**config.mk**
```make
export PLATFORM = sky130hd
export DESIGN_NAME = vga_scanout
export DESIGN_NICKNAME = d
export VERILOG_FILES = /design/src/rtl/vga_scanout.sv
export SDC_FILE = /design/constraint.sdc
export NUM_CORES = 1
export LEC_CHECK = 0
export CORE_MARGIN = 3
export CORE_UTILIZATION = 45
export CTS_BUF_LIST = sky130_fd_sc_hd__clkbuf_4
export DETAILED_ROUTE_END_ITERATION = 10
export GPL_ROUTABILITY_DRIVEN = 0
export PLACE_DENSITY_LB_ADDON = 0.12
export SLEW_MARGIN = 15
export SYNTH_ARGS = -nofsm -noshare
export SYNTH_HDL_FRONTEND = slang
export SYNTH_SLANG_ARGS = --single-unit
```
**constraint.sdc**
```tcl
create_clock -name clk -period 2 [get_ports clk]
set_input_delay 0.4 -clock clk [delete_from_list [all_inputs] [get_ports clk]]
set_output_delay 0.4 -clock clk [all_outputs]
set_load 0.02 [all_outputs]
```
**src/rtl/vga_scanout.sv**
```systemverilog
`default_nettype none
// ============================================================================
// Module   : vga_scanout
// Function : VGA timing generator and RGB555 frame-buffer scanout with sync
//            realignment to the buffer read latency.
// Revision : 1.0 - initial release
// ============================================================================
module vga_scanout #(
  parameter int H_ACTIVE   = 640,
  parameter int H_FP       = 16,
  parameter int H_SYNC     = 96,
  parameter int H_BP       = 48,
  parameter int V_ACTIVE   = 480,
  parameter int V_FP       = 10,
  parameter int V_SYNC     = 2,
  parameter int V_BP       = 33,
  parameter int RD_LATENCY = 1,
  parameter bit SYNC_POL   = 1'b0
) (
  input  logic        clk,
  input  logic        rst,
  input  logic        en,
  input  logic        frame_valid,
  input  logic [14:0] rd_data,
  output logic        rd_en,
  output logic [19:0] rd_addr,
  output logic [4:0]  vga_r,
  output logic [4:0]  vga_g,
  output logic [4:0]  vga_b,
  output logic        hsync,
  output logic        vsync,
  output logic        de,
  output logic        frame_start
);

  localparam logic [9:0] c_H_ACT  = 10'(H_ACTIVE);
  localparam logic [9:0] c_HS_BEG = 10'(H_ACTIVE + H_FP);
  localparam logic [9:0] c_HS_END = 10'(H_ACTIVE + H_FP + H_SYNC - 1);
  localparam logic [9:0] c_H_LAST = 10'(H_ACTIVE + H_FP + H_SYNC + H_BP - 1);
  localparam logic [9:0] c_V_ACT  = 10'(V_ACTIVE);
  localparam logic [9:0] c_VS_BEG = 10'(V_ACTIVE + V_FP);
  localparam logic [9:0] c_VS_END = 10'(V_ACTIVE + V_FP + V_SYNC - 1);
  localparam logic [9:0] c_V_LAST = 10'(V_ACTIVE + V_FP + V_SYNC + V_BP - 1);
  localparam int         c_PW     = 4 * RD_LATENCY;

  typedef enum logic [1:0] {
    ST_WAIT    = 2'd0,
    ST_ARMED   = 2'd1,
    ST_DISPLAY = 2'd2
  } state_t;

  state_t          r_state;
  logic [9:0]      r_h_cnt;
  logic [9:0]      r_v_cnt;
  logic            r_frame_start;
  logic [c_PW-1:0] r_pipe;
  logic            r_de;
  logic            r_hsync;
  logic            r_vsync;
  logic [4:0]      r_r;
  logic [4:0]      r_g;
  logic [4:0]      r_b;

  logic       w_h_last;
  logic       w_v_last;
  logic       w_frame_end;
  logic       w_first;
  logic       w_active;
  logic       w_display;
  logic       w_hs0;
  logic       w_vs0;
  logic [3:0] w_stage0;
  logic       w_tap_en;
  logic       w_tap_act;
  logic       w_tap_hs;
  logic       w_tap_vs;

  assign w_h_last    = (r_h_cnt == c_H_LAST);
  assign w_v_last    = (r_v_cnt == c_V_LAST);
  assign w_frame_end = en && w_h_last && w_v_last;
  assign w_first     = (r_h_cnt == 10'd0) && (r_v_cnt == 10'd0);
  assign w_active    = (r_h_cnt < c_H_ACT) && (r_v_cnt < c_V_ACT);
  assign w_display   = (r_state == ST_DISPLAY);
  assign w_hs0       = (r_h_cnt >= c_HS_BEG) && (r_h_cnt <= c_HS_END);
  assign w_vs0       = (r_v_cnt >= c_VS_BEG) && (r_v_cnt <= c_VS_END);
  assign w_stage0    = {en, w_active && w_display, w_hs0, w_vs0};

  assign rd_en   = en && w_active && w_display;
  assign rd_addr = rd_en ? {r_v_cnt, r_h_cnt} : 20'd0;

  always_ff @(posedge clk or negedge rst) begin
    if (!rst) begin
      r_h_cnt <= 10'd0;
      r_v_cnt <= 10'd0;
    end else if (en) begin
      if (w_h_last) begin
        r_h_cnt <= 10'd0;
        r_v_cnt <= w_v_last ? 10'd0 : r_v_cnt + 10'd1;
      end else begin
        r_h_cnt <= r_h_cnt + 10'd1;
      end
    end
  end

  // Arming commits on the frame-end tick so reads start exactly at pixel (0,0).
  always_ff @(posedge clk or negedge rst) begin
    if (!rst) begin
      r_state       <= ST_WAIT;
      r_frame_start <= 1'b0;
    end else begin
      r_frame_start <= en && w_first;
      case (r_state)
        ST_WAIT: begin
          if (frame_valid) r_state <= ST_ARMED;
        end
        ST_ARMED: begin
          if (!frame_valid)     r_state <= ST_WAIT;
          else if (w_frame_end) r_state <= ST_DISPLAY;
        end
        ST_DISPLAY: begin
          if (w_frame_end && !frame_valid) r_state <= ST_WAIT;
        end
        default: r_state <= ST_WAIT;
      endcase
    end
  end

  if (RD_LATENCY == 1) begin : g_pipe_one
    always_ff @(posedge clk or negedge rst) begin
      if (!rst) r_pipe <= '0;
      else      r_pipe <= w_stage0;
    end
  end else begin : g_pipe_deep
    always_ff @(posedge clk or negedge rst) begin
      if (!rst) r_pipe <= '0;
      else      r_pipe <= {r_pipe[c_PW-5:0], w_stage0};
    end
  end

  assign {w_tap_en, w_tap_act, w_tap_hs, w_tap_vs} = r_pipe[c_PW-1 -: 4];

  // Output stage only moves on delayed pixel ticks, so pins hold while en is low.
  always_ff @(posedge clk or negedge rst) begin
    if (!rst) begin
      r_de    <= 1'b0;
      r_r     <= 5'd0;
      r_g     <= 5'd0;
      r_b     <= 5'd0;
      r_hsync <= ~SYNC_POL;
      r_vsync <= ~SYNC_POL;
    end else if (w_tap_en) begin
      r_de    <= w_tap_act;
      r_r     <= w_tap_act ? rd_data[14:10] : 5'd0;
      r_g     <= w_tap_act ? rd_data[9:5]   : 5'd0;
      r_b     <= w_tap_act ? rd_data[4:0]   : 5'd0;
      r_hsync <= w_tap_hs ? SYNC_POL : ~SYNC_POL;
      r_vsync <= w_tap_vs ? SYNC_POL : ~SYNC_POL;
    end
  end

  assign de          = r_de;
  assign vga_r       = r_r;
  assign vga_g       = r_g;
  assign vga_b       = r_b;
  assign hsync       = r_hsync;
  assign vsync       = r_vsync;
  assign frame_start = r_frame_start;

endmodule
`default_nettype wire

```
; ---- Yosys cells after proc, flatten, opt, wreduce, memory -nomap -nowiden
; Index checks and enable logic that the tools add are counted.
[totals]
ff_bits = 45
[op_classes]
n_reduce_logical = 17
n_mux = 13
n_eq_ne = 7
n_lt_le_gt_ge = 6
n_addsub = 2
[ops]
columns = cell, count
row1 = $add 10x1->10 const B, 2
row2 = $eq 10x10->1 const B, 2
row3 = $logic_not 10->1, 2
row4 = $mux 10, 2
row5 = $mux 20, 1
row6 = $mux 5, 3
row7 = $logic_and 1x1->1, 11
row8 = $ge 10x10->1 const B, 1
row9 = $ge 10x9->1 const B, 1
row10 = $le 10x10->1 const B, 1
row11 = $le 10x9->1 const B, 1
row12 = $lt 10x10->1 const B, 1
row13 = $lt 10x9->1 const B, 1
row14 = $mux 2, 4
row15 = $pmux 2 s3, 1
row16 = $ne 3x3->1 const B, 1
row17 = $reduce_and 3->1, 1
row18 = $eq 2x1->1 const B, 1
row19 = $eq 2x2->1 const B, 1
row20 = $logic_not 2->1, 1
row21 = $mux 1, 2
row22 = $ne 2x1->1 const B, 1
row23 = $ne 2x2->1 const B, 1
row24 = $reduce_and 2->1, 1
row25 = $logic_not 1->1, 1

; ---- Longest topological paths before layout
; Gate-level depths: netlist of run 1.
[logic_depth]
word_depth = 6
mapped_depth = 6

; ---- Worst setup path before layout of run 1
; Ideal clock, no wire load.
[synth_timing]
kind = reg-to-output
startpoint = reg r_v_cnt[5]
endpoint = out rd_addr[11]
required_time_ns = 1.600
path_slack_ns = -0.151
stages_incl_launch_ff = 6
n_path_buf = 2
arrival_time_ns = 1.751
cell_sequence = dfrtp_1 -> clkdlybuf4s15_1 -> and4_1 -> nor4b_1 -> clkbuf_1 -> and3_1
[synth_between]
elab_chain_cells = 5
[synth_lines]
columns = element, line
row1 = start: declaration, 54  ; logic [9:0] r_v_cnt;
row2 = start signal: assignment, 98  ; r_v_cnt <= w_v_last ? 10'd0 : r_v_cnt + 10'd1;
row3 = $lt 10x9->1, 82  ; assign w_active = (r_h_cnt < c_H_ACT) && (r_v_cnt < c_V_ACT);
row4 = $logic_and 1x1->1, 82
row5 = $logic_and 1x1->1 (2 in a row), 88  ; assign rd_en = en && w_active && w_display;
row6 = $mux 20, 89  ; assign rd_addr = rd_en ? {r_v_cnt, r_h_cnt} : 20'd0;
row7 = end: declaration, 26  ; output logic [19:0] rd_addr,
; Every way passes these cells.

; ---- Final worst setup path of run 1
[layout_timing]
startpoint = reg r_state[0]
endpoint = out rd_addr[8]
[layout_between]
elab_chain_cells = 3
[layout_lines]
columns = element, line
row1 = start: declaration, 52  ; state_t r_state;
row2 = start signal: assignment, 108  ; r_state <= ST_WAIT;
row3 = start signal: assignment, 114  ; if (frame_valid) r_state <= ST_ARMED;
row4 = start signal: assignment, 117  ; if (!frame_valid) r_state <= ST_WAIT;
row5 = $eq 2x2->1, 83  ; assign w_display = (r_state == ST_DISPLAY);
row6 = $logic_and 1x1->1, 88
row7 = $mux 20, 89
; Every way passes these cells.

==> results.rst, run 1 <==
.. list-table::
   :header-rows: 1

   * - Metric
     - Value
   * - Result of the run
     - complete, but fails checks
   * - Violated checks
     - negative setup slack
   * - Biggest cell delay along the critical path
     - 0.41 ns
   * - Worst clock skew
     - 0.0149 ns
   * - Die area
     - 5960 um2
   * - Via Count
     - around 2100
   * - TritonCTS clock tree
     - yes
   * - Cell with the most instances after synthesis
     - dfrtp_1
   * - Initial antenna violation count
     - 0
   * - Sequential fraction of the synthesis area
     - between 40% and 50%
   * - Synth warnings
     - 0
   * - Final global-route overflow total
     - 0
   * - Final wirelength
     - 6100 um
   * - Clock tree sinks
     - 45
   * - Final Max Slew Viols
     - 0
   * - FFs w/ async S/R, synth
     - between 90% and 100%
   * - Area growth from synthesis to layout
     - 52.2%
   * - Most common cell on crit path
     - buf_6
   * - Number of H-tree branching levels
     - 2
   * - Post-synthesis sequential element count
     - 45
   * - Post-synthesis area per instance
     - around 9.5 um2
   * - Buffers added on ports
     - between 50 and 60
   * - Initial DRC count
     - 85
   * - Worst r2r path cells
     - 5
   * - Max Clock Freq
     - 0.453 GHz
   * - Type of element capturing the critical path
     - output pin
   * - Maximum count of clock buffers along a single path
     - 2
   * - Residual DRC
     - 0
   * - Vias per std cell
     - 5.28
   * - Total count of hold-check failures in the final report
     - 0
   * - Stages on the worst setup path
     - 6
   * - Clock insertion delay at the later pin of the skew report
     - 0.36 ns
   * - Top_reg_cell synth
     - dfrtp_1
   * - Number of search-and-repair iterations in the first detailed-routing pass
     - 4
   * - Critical path peak fanout
     - 8
   * - Final worst-path cycle share
     - 110%
   * - Worst hold slack
     - roughly 0.0034 ns
   * - Kind of critical path
     - reg2out
   * - Count of flip-flops with a built-in enable after synthesis
     - 0
   * - Switching component of the power
     - just over 700 uW
   * - Start point of the critical path
     - r_state[0]$_DFFE_PN0P_
   * - Arrival time at the worst endpoint
     - between 1.5 and 2 ns
   * - Top cell type by total area after synthesis
     - dfrtp_1
   * - Switching portion of total power
     - 33.7%
   * - Fraction of power consumed by combinational cells
     - ~28%
   * - Actual transition at the worst max-transition pin
     - between 0.5 and 0.6 ns
   * - Worst max-slew margin expressed relative to the limit
     - between 60% and 70%
   * - Startpoint of the worst register-to-register path
     - r_v_cnt[6]$_DFFE_PN0N_
   * - Nature of the critical path startpoint
     - flop
   * - Floorplan row count
     - 25
   * - Largest net degree at the start of global routing
     - 34
   * - Final ANT Viol Nets
     - 0
   * - Die Width
     - between 70 and 80 um
   * - Net Count, Synth
     - ~260
   * - Tmin final
     - around 2.2 ns
   * - Die Span Y
     - about 77 um
   * - Part of the total power dissipated in the clock network
     - around a fifth
   * - Total clock buffers created by CTS
     - 5
   * - CP delay by family, top
     - simple AND/OR/NAND/NOR gates
   * - Most area-consuming cells after synthesis
     - dfrtp_1 (47%), nand3_1 (5.5%), and3_1 (5.2%)
   * - First-pass GRT wire length
     - roughly 9900 um
   * - Number of placed instances with taps included
     - roughly 380
   * - Top-level I/O count
     - 59
   * - Part of the power in registers
     - 50.4%
   * - Most instantiated cells after synthesis
     - dfrtp_1 (43), nand3_1 (25), o21ai_0 (23), inv_1 (22), and3_1 (19)
   * - Clk pin slew, worst setup/hold paths
     - ~0.15 ns
   * - Global-route usage over all layers
     - about a fifth
   * - Area of the core
     - roughly 4800 um2
   * - Number of different library cells in the post-synthesis netlist
     - 43
   * - Starting density of the core
     - around 47%
   * - Max VDD drop
     - around 0.36 mV
   * - HPWL Detailed
     - just under 4000 um
   * - Final nets
     - 354
   * - Path class of the lowest-slack min-delay path
     - in2async
   * - Setup violators final
     - 21
   * - Max-cap violation count
     - 0
   * - Power density normalized to cell area
     - about 600 nW/um2
   * - Post-synthesis instance area
     - about 2300 um2
   * - Clock Tree Root
     - clkbuf_4
   * - Destination of the worst register-to-register timing path
     - r_v_cnt[3]$_DFFE_PN0N_
   * - Slowest stage cell, crit path
     - dfrtp_1
   * - RSZ-0062 raised after global routing
     - yes
   * - Critical Path Sink
     - rd_addr[8]
   * - Critical Path, Cell by Cell
     - nand2b_4, nor4b_4, buf_4, buf_6, and3_2, buf_6
   * - Vias in the first global route
     - roughly 2000
   * - Post-synth top area share
     - 47.2%
   * - Req. time, crit path
     - roughly 1.6 ns
   * - Minimum setup slack in the final design
     - -0.210 ns
   * - Count of placed standard cells in the final layout, fillers left out
     - 399
   * - Antenna cell count
     - 0
   * - Flop-to-flop setup slack
     - -0.03 ns
   * - Combined buffer and inverter count along the critical path
     - 3
   * - Avg WL per Cell
     - 15.3 um
   * - Internal power
     - 1410 uW
   * - Share of layout cells above drive strength 1
     - 34.9%
   * - Number of standard cells after synthesis
     - between 200 and 250
   * - Leakage dissipation
     - between 0.0015 and 0.002 uW
==> sequential cells by signal, summed over array words and instances, names as in the netlist <==
register / count
frame_start: 1
vga_g: 5
r_h_cnt: 10
vga_r: 5
de: 1
r_v_cnt: 10
hsync: 1
r_pipe: 4
vga_b: 5
vsync: 1
r_state: 2
==> through the flow <==
| stage | power, uW | utilization [%] | instance area, um2 | TNS, ns | worst slack, ns |
|---|---|---|---|---|---|
| after detailed placement | 1610 | 64.6 | 3110 | -7.43 | -0.298 |
| after CTS | 2090 | 69.6 | 3350 | -3.30 | -0.174 |
| after global placement | 1600 | 64.6 | 3110 | -7.28 | -0.279 |
| final | 2130 | 72.1 | 3470 | -3.67 | -0.210 |
| after floorplan | 1380 | - | 2300 | 0 | 0.0383 |
| after global routing | 2270 | 72.1 | 3470 | -5.33 | -0.269 |
==> power by group through the flow <==
stage / combinational, uW / clock [uW] / sequential [uW]
after floorplan: 295 / 0 / 1090
after global placement: 521 / 0 / 1080
after detailed placement: 532 / 0 / 1080
after CTS: 556 / 466 / 1070
after global routing: 667 / 513 / 1090
final: 601 / 455 / 1070
==> layout by cell type (no fill, tap or decap), types with 3 or more instances in the layout <==
| master | netlist | final |
|---|---|---|
| a21oi_1 | 3 | 3 |
| nand4_1 | 6 | 6 |
| o21ai_0 | 23 | 19 |
| xnor2_1 | 4 | 4 |
| buf_4 | 4 | 35 |
| nand2_1 | 15 | 14 |
| buf_6 | 2 | 25 |
| nor3_1 | 5 | 3 |
| and3_2 | 1 | 4 |
| nor2_1 | 11 | 11 |
| and3_4 | 0 | 15 |
| nand3_1 | 25 | 24 |
| clkdlybuf4s50_1 | 0 | 35 |
| inv_1 | 22 | 21 |
| dfrtp_1 | 43 | 43 |
| ha_1 | 4 | 4 |
| xor2_1 | 5 | 5 |
| clkbuf_4 | 0 | 5 |
| o21ai_2 | 0 | 3 |
| a21o_1 | 3 | 3 |
==> worst min-delay path by stage <==
stage,start,endpoint,slack [ns]
final,rst,r_v_cnt[3]$_DFFE_PN0N_,0.003
after global routing,rst,vga_g[0]$_DFFE_PN0P_,0.02
after CTS,rst,r_v_cnt[3]$_DFFE_PN0N_,0.01
after detailed placement,r_pipe[0]$_DFF_PN0_,vsync$_DFFE_PN1P_,0.37
after global placement,r_pipe[0]$_DFF_PN0_,vsync$_DFFE_PN1P_,0.37
after floorplan,rst,de$_DFFE_PN0P_,0.10
==> worst reg2reg max path: cells and delay by family, from the launching register on <==
family | cells | cell delay, ns
AO/OA/AOI/OAI | 2 | 0.35
buffers and inverters | 1 | 0.13
flip-flops | 1 | 0.42
AND/OR/NAND/NOR | 2 | 1.05
==> what timing repair did <==
action,4_1_cts,5_1_grt
gates resized for setup,152,17
pin swaps,8,10
setup buffers,5,8
hold buffers,0,0
gates cloned,1,1
endpoints found under the setup margin,26,29
==> cell families after synthesis <==
group / synth area share, %
buffers and inverters: 8.67
and+or+nand+nor: 25.3
xor gates and xnor gates: 3.46
DFF: 49.5
AOI/OAI and AO/OA: 8.83
adders and majority gates: 2.19
muxes: 1.87
other: 0.164
==> metal layers <==
metal  share of wire [%]  GRT usage, %  up-vias
li1                    -             -     1007
met1                  44          28.9     1019
met2                  49          33.3       74
met3                 5.4          3.40        7
met4                 1.1          5.34        0
met5                   0             0        -
==> final cells by class <==
class | instances | area, um2
Clock buffer | 5 | 37.5
Multi-Input combinational cell | 156 | 1130
Sequential cell | 45 | 1130
Tap cell | 67 | 83.8
Fill cell | 385 | 1350
Inverter | 22 | 82.6
Timing Repair Buffer | 101 | 992
Clock inverter | 3 | 21.3
Power figures use the tool's default switching activity.
==> run 2, diff against run 1 <==
CORE_UTILIZATION = 52   (was 45)
CTS_BUF_LIST = sky130_fd_sc_hd__clkbuf_8 sky130_fd_sc_hd__clkbuf_16   (was sky130_fd_sc_hd__clkbuf_4)
clock period = 2.8 ns   (was 2 ns; I/O delays follow)
==> run 2 against run 1 <==
Net effect: the run now ends clean; largest power group unchanged; clock-buffer cell count grew 2; design area shrank 15%; worst setup slack gained 0.43 ns; utilization shrank 0.23 points; register-to-register slack gained 0.66 ns; non-clock buffer count shrank 35; first-iteration DRC count grew 24%; clock skew shrank 0.010 ns; flip-flop and latch count is the same; sequential power shrank 25%; wire length shrank 16%; critical path depth shrank 1.
==> results.rst, run 2 (synthesized netlist as in run 1, its figures left out) <==
.. list-table::
   :header-rows: 1

   * - Metric
     - Value
   * - Result of the run
     - finished, final reports clean (was complete, but fails checks)
   * - Final nets
     - 319 (was 354)
   * - Buffers added on ports
     - 57 (unchanged)
   * - Setup violators final
     - 0 (was 21)
   * - Cell depth of the worst min-delay path
     - 1
   * - Area of the core
     - 4120 um2 (was 4820 um2)
   * - Post-route design area
     - 2960 um2 (was 3470 um2)
   * - Count of placed standard cells in the final layout, fillers left out
     - 347 (was 399)
   * - Residual DRC
     - 0 (unchanged)
   * - Actual transition at the worst max-transition pin
     - 0.961 ns (was 0.555 ns)
   * - Biggest regs
     - r_h_cnt: 10 flops, r_v_cnt: 10 flops (unchanged)
   * - Number of search-and-repair iterations in the first detailed-routing pass
     - 4 (unchanged)
   * - Top-level I/O count
     - 59 (unchanged)
   * - Number of H-tree branching levels
     - 2 (unchanged)
   * - Critical path peak fanout
     - 21 (was 8)
   * - Final worst-path cycle share
     - 92.3%
   * - Slowest stage cell, crit path
     - dfrtp_1 (unchanged)
   * - Source of the worst hold timing path
     - r_pipe[1]$_DFF_PN0_
   * - Worst hold slack
     - 0.384 ns (was 0.00344 ns)
   * - Max-cap violation count
     - 0 (unchanged)
   * - Power density normalized to cell area
     - 510 nW/um2 (was 613 nW/um2)
   * - Initial antenna violation count
     - 0 (unchanged)
   * - Antenna cell count
     - 0 (unchanged)
   * - Largest net degree at the start of global routing
     - 46 (was 34)
   * - Most common cell after layout, fill and taps aside
     - dfrtp_1 (unchanged)
   * - TritonCTS clock tree
     - yes (unchanged)
   * - Share of layout cells above drive strength 1
     - 9.76% (was 34.9%)
   * - Leakage dissipation
     - 0.00144 uW (was 0.00157 uW)
   * - Combined buffer and inverter count along the critical path
     - 2 (was 3)
   * - Part of the power in registers
     - 53.3% (was 50.4%)
   * - Part of the total power dissipated in the clock network
     - 28.9% (was 21.4%)
   * - Commonest cells after routing, fill and taps aside
     - dfrtp_1 (43), clkdlybuf4s50_1 (36), nand3_1 (25), o21ai_0 (23), inv_1 (22) (was dfrtp_1 (43), clkdlybuf4s50_1 (35), buf_4 (35), buf_6 (25), nand3_1 (24))
   * - Flop-to-flop setup slack
     - 0.63 ns (was -0.03 ns)
   * - Avg WL per Cell
     - 14.7 um (was 15.3 um)
   * - Area taken by multi-input logic gates
     - 961 um2 (was 1130 um2)
   * - Internal power
     - 1060 uW (was 1410 uW)
   * - Total clock buffers created by CTS
     - 5 (unchanged)
   * - CP delay by family, top
     - simple AND/OR/NAND/NOR gates (unchanged)
   * - Switching portion of total power
     - 29.6% (was 33.7%)
   * - Req. time, crit path
     - 2.24 ns (was 1.60 ns)
   * - Die Span Y
     - 72.2 um (was 77.2 um)
   * - Final Max Slew Viols
     - 0 (unchanged)
   * - Biggest cell delay along the critical path
     - 0.45 ns (was 0.41 ns)
   * - Via Count
     - 1920 (was 2107)
   * - Final global-route overflow total
     - 0 (unchanged)
   * - Global-route usage over all layers
     - 21.1% (was 20.6%)
   * - Max Clock Freq
     - just under 0.4 GHz
   * - Worst r2r path cells
     - 6 (was 5)
   * - Hold-fix buffer count after cts
     - 0 (unchanged)
   * - Initial DRC count
     - 105 (was 85)
   * - Clk pin slew, worst setup/hold paths
     - 0.08 ns (was 0.15 ns)
   * - Die area
     - 5220 um2 (was 5960 um2)
   * - RSZ-0062 raised after global routing
     - no (was yes)
   * - Path class of the lowest-slack min-delay path
     - reg2reg (was in2async)
   * - Clock insertion delay at the later pin of the skew report
     - 0.30 ns (was 0.36 ns)
   * - Die Width
     - 72.2 um (was 77.2 um)
   * - Critical Path, Cell by Cell
     - and4_1, nor4b_2, buf_4, and3_1, dlygate4sd2_1 (was nand2b_4, nor4b_4, buf_4, buf_6, and3_2, buf_6)
   * - Clock tree sinks
     - 45 (unchanged)
   * - HPWL Detailed
     - 3610 um (was 3880 um)
   * - Type of element capturing the critical path
     - output pin (unchanged)
   * - Kind of critical path
     - reg2out (unchanged)
   * - Area growth from synthesis to layout
     - 29.6% (was 52.2%)
   * - Startpoint of the worst register-to-register path
     - r_h_cnt[7]$_DFFE_PN0P_ (was r_v_cnt[6]$_DFFE_PN0N_)
   * - Vias in the first global route
     - 1778 (was 2006)
   * - Starting density of the core
     - 55.4% (was 47.4%)
   * - Tmin final
     - approximately 2.6 ns
   * - First-pass GRT wire length
     - 8460 um (was 9880 um)
   * - Arrival time at the worst endpoint
     - 2.02 ns (was 1.81 ns)
   * - Worst max-slew margin expressed relative to the limit
     - 35.9% (was 63.0%)
   * - Final wirelength
     - 5100 um (was 6100 um)
   * - Total count of hold-check failures in the final report
     - 0 (unchanged)
   * - Filler cell count in the final layout
     - 326 (was 385)
   * - Start point of the critical path
     - r_v_cnt[8]$_DFFE_PN0N_ (was r_state[0]$_DFFE_PN0P_)
   * - Worst clock skew
     - 0.00452 ns (was 0.0149 ns)
   * - Final ANT Viol Nets
     - 0 (unchanged)
   * - Switching component of the power
     - 447 uW (was 717 uW)
   * - Total negative slack for setup checks
     - 0 ns (was -3.67 ns)
   * - Clock Tree Root
     - clkbuf_8 (was clkbuf_4)
   * - Max VDD drop
     - 0.330 mV (was 0.365 mV)
   * - Nature of the critical path startpoint
     - flop (unchanged)
   * - Cell area after placement
     - 2880 um2 (was 3110 um2)
   * - End point of the most critical hold path
     - hsync$_DFFE_PN1P_
   * - Vias per std cell
     - 5.53 (was 5.28)
   * - Floorplan row count
     - 23 (was 25)
   * - Number of placed instances with taps included
     - 339 (was 381)
   * - Destination of the worst register-to-register timing path
     - r_v_cnt[8]$_DFFE_PN0N_ (was r_v_cnt[3]$_DFFE_PN0N_)
   * - Maximum count of clock buffers along a single path
     - 2 (unchanged)
   * - Storage cell area
     - 1130 um2 (unchanged)
   * - Fraction of power consumed by combinational cells
     - 17.8% (was 28.3%)
[run 2: what timing repair did]
| item | 4_1_cts | 5_1_grt |
|---|---|---|
| buffers inserted | 0 | 0 |
| endpoints found under the setup margin | 20 | 0 |
| gates resized for setup | 20 | 0 |
[run 2: metrics by stage]
step | setup slack (ns) | utilization, % | total power (uW)
after detailed placement | 0.229 | 70.0 | 1080
after floorplan | 0.489 | - | 987
after CTS | 0.213 | 71.8 | 1510
after global placement | 0.243 | 70.0 | 1070
after global routing | 0.0576 | 71.8 | 1580
final | 0.217 | 71.8 | 1510
[run 2: worst reg2reg max path: stages, from the launching register on]
cell     delay [ns]
dfrtp_1        0.40
buf_4          0.16
or4b_4         0.55
nor3_1         0.31
buf_4          0.24
nand4_1        0.11
mux2_2         0.29
[run 2: worst max-delay path by stage]
stage	to	slack, ns	cells past startpoint
detailed placement	rd_addr[5]	0.23	4
CTS	rd_addr[18]	0.21	5
finish	rd_addr[5]	0.22	5
global placement	rd_addr[6]	0.24	4
floorplan	rd_addr[11]	0.49	5
global route	rd_addr[18]	0.06	5
[run 2: area by class of cell]
class | instances | share of cell area (%)
flip-flops and latches | 45 | 38.2
multi-input cells | 156 | 32.5
repair buffers | 66 | 21.0
clock buffers | 7 | 3.26
inverters | 22 | 2.79
well taps | 50 | 2.12
clock inverters | 1 | 0.169
[run 2: per-layer routing]
| layer | track usage, % | share of wire [%] | wire, um | vias to the layer above |
|---|---|---|---|---|
| met3 | 4.99 | 6.6 | 339 | 5 |
| met5 | 0 | 0 | 0 | - |
| met2 | 31.7 | 46 | 2350 | 57 |
| met1 | 29.8 | 46 | 2350 | 913 |
| met4 | 7.93 | 1.3 | 65 | 0 |
| li1 | - | - | - | 945 |
[run 2: power by group through the flow]
stage,Sequential (uW),Clock [uW],Combinational (uW)
after floorplan,777,0,210
after global placement,810,0,262
after detailed placement,813,0,268
after CTS,801,443,270
after global routing,814,468,302
final,803,435,269
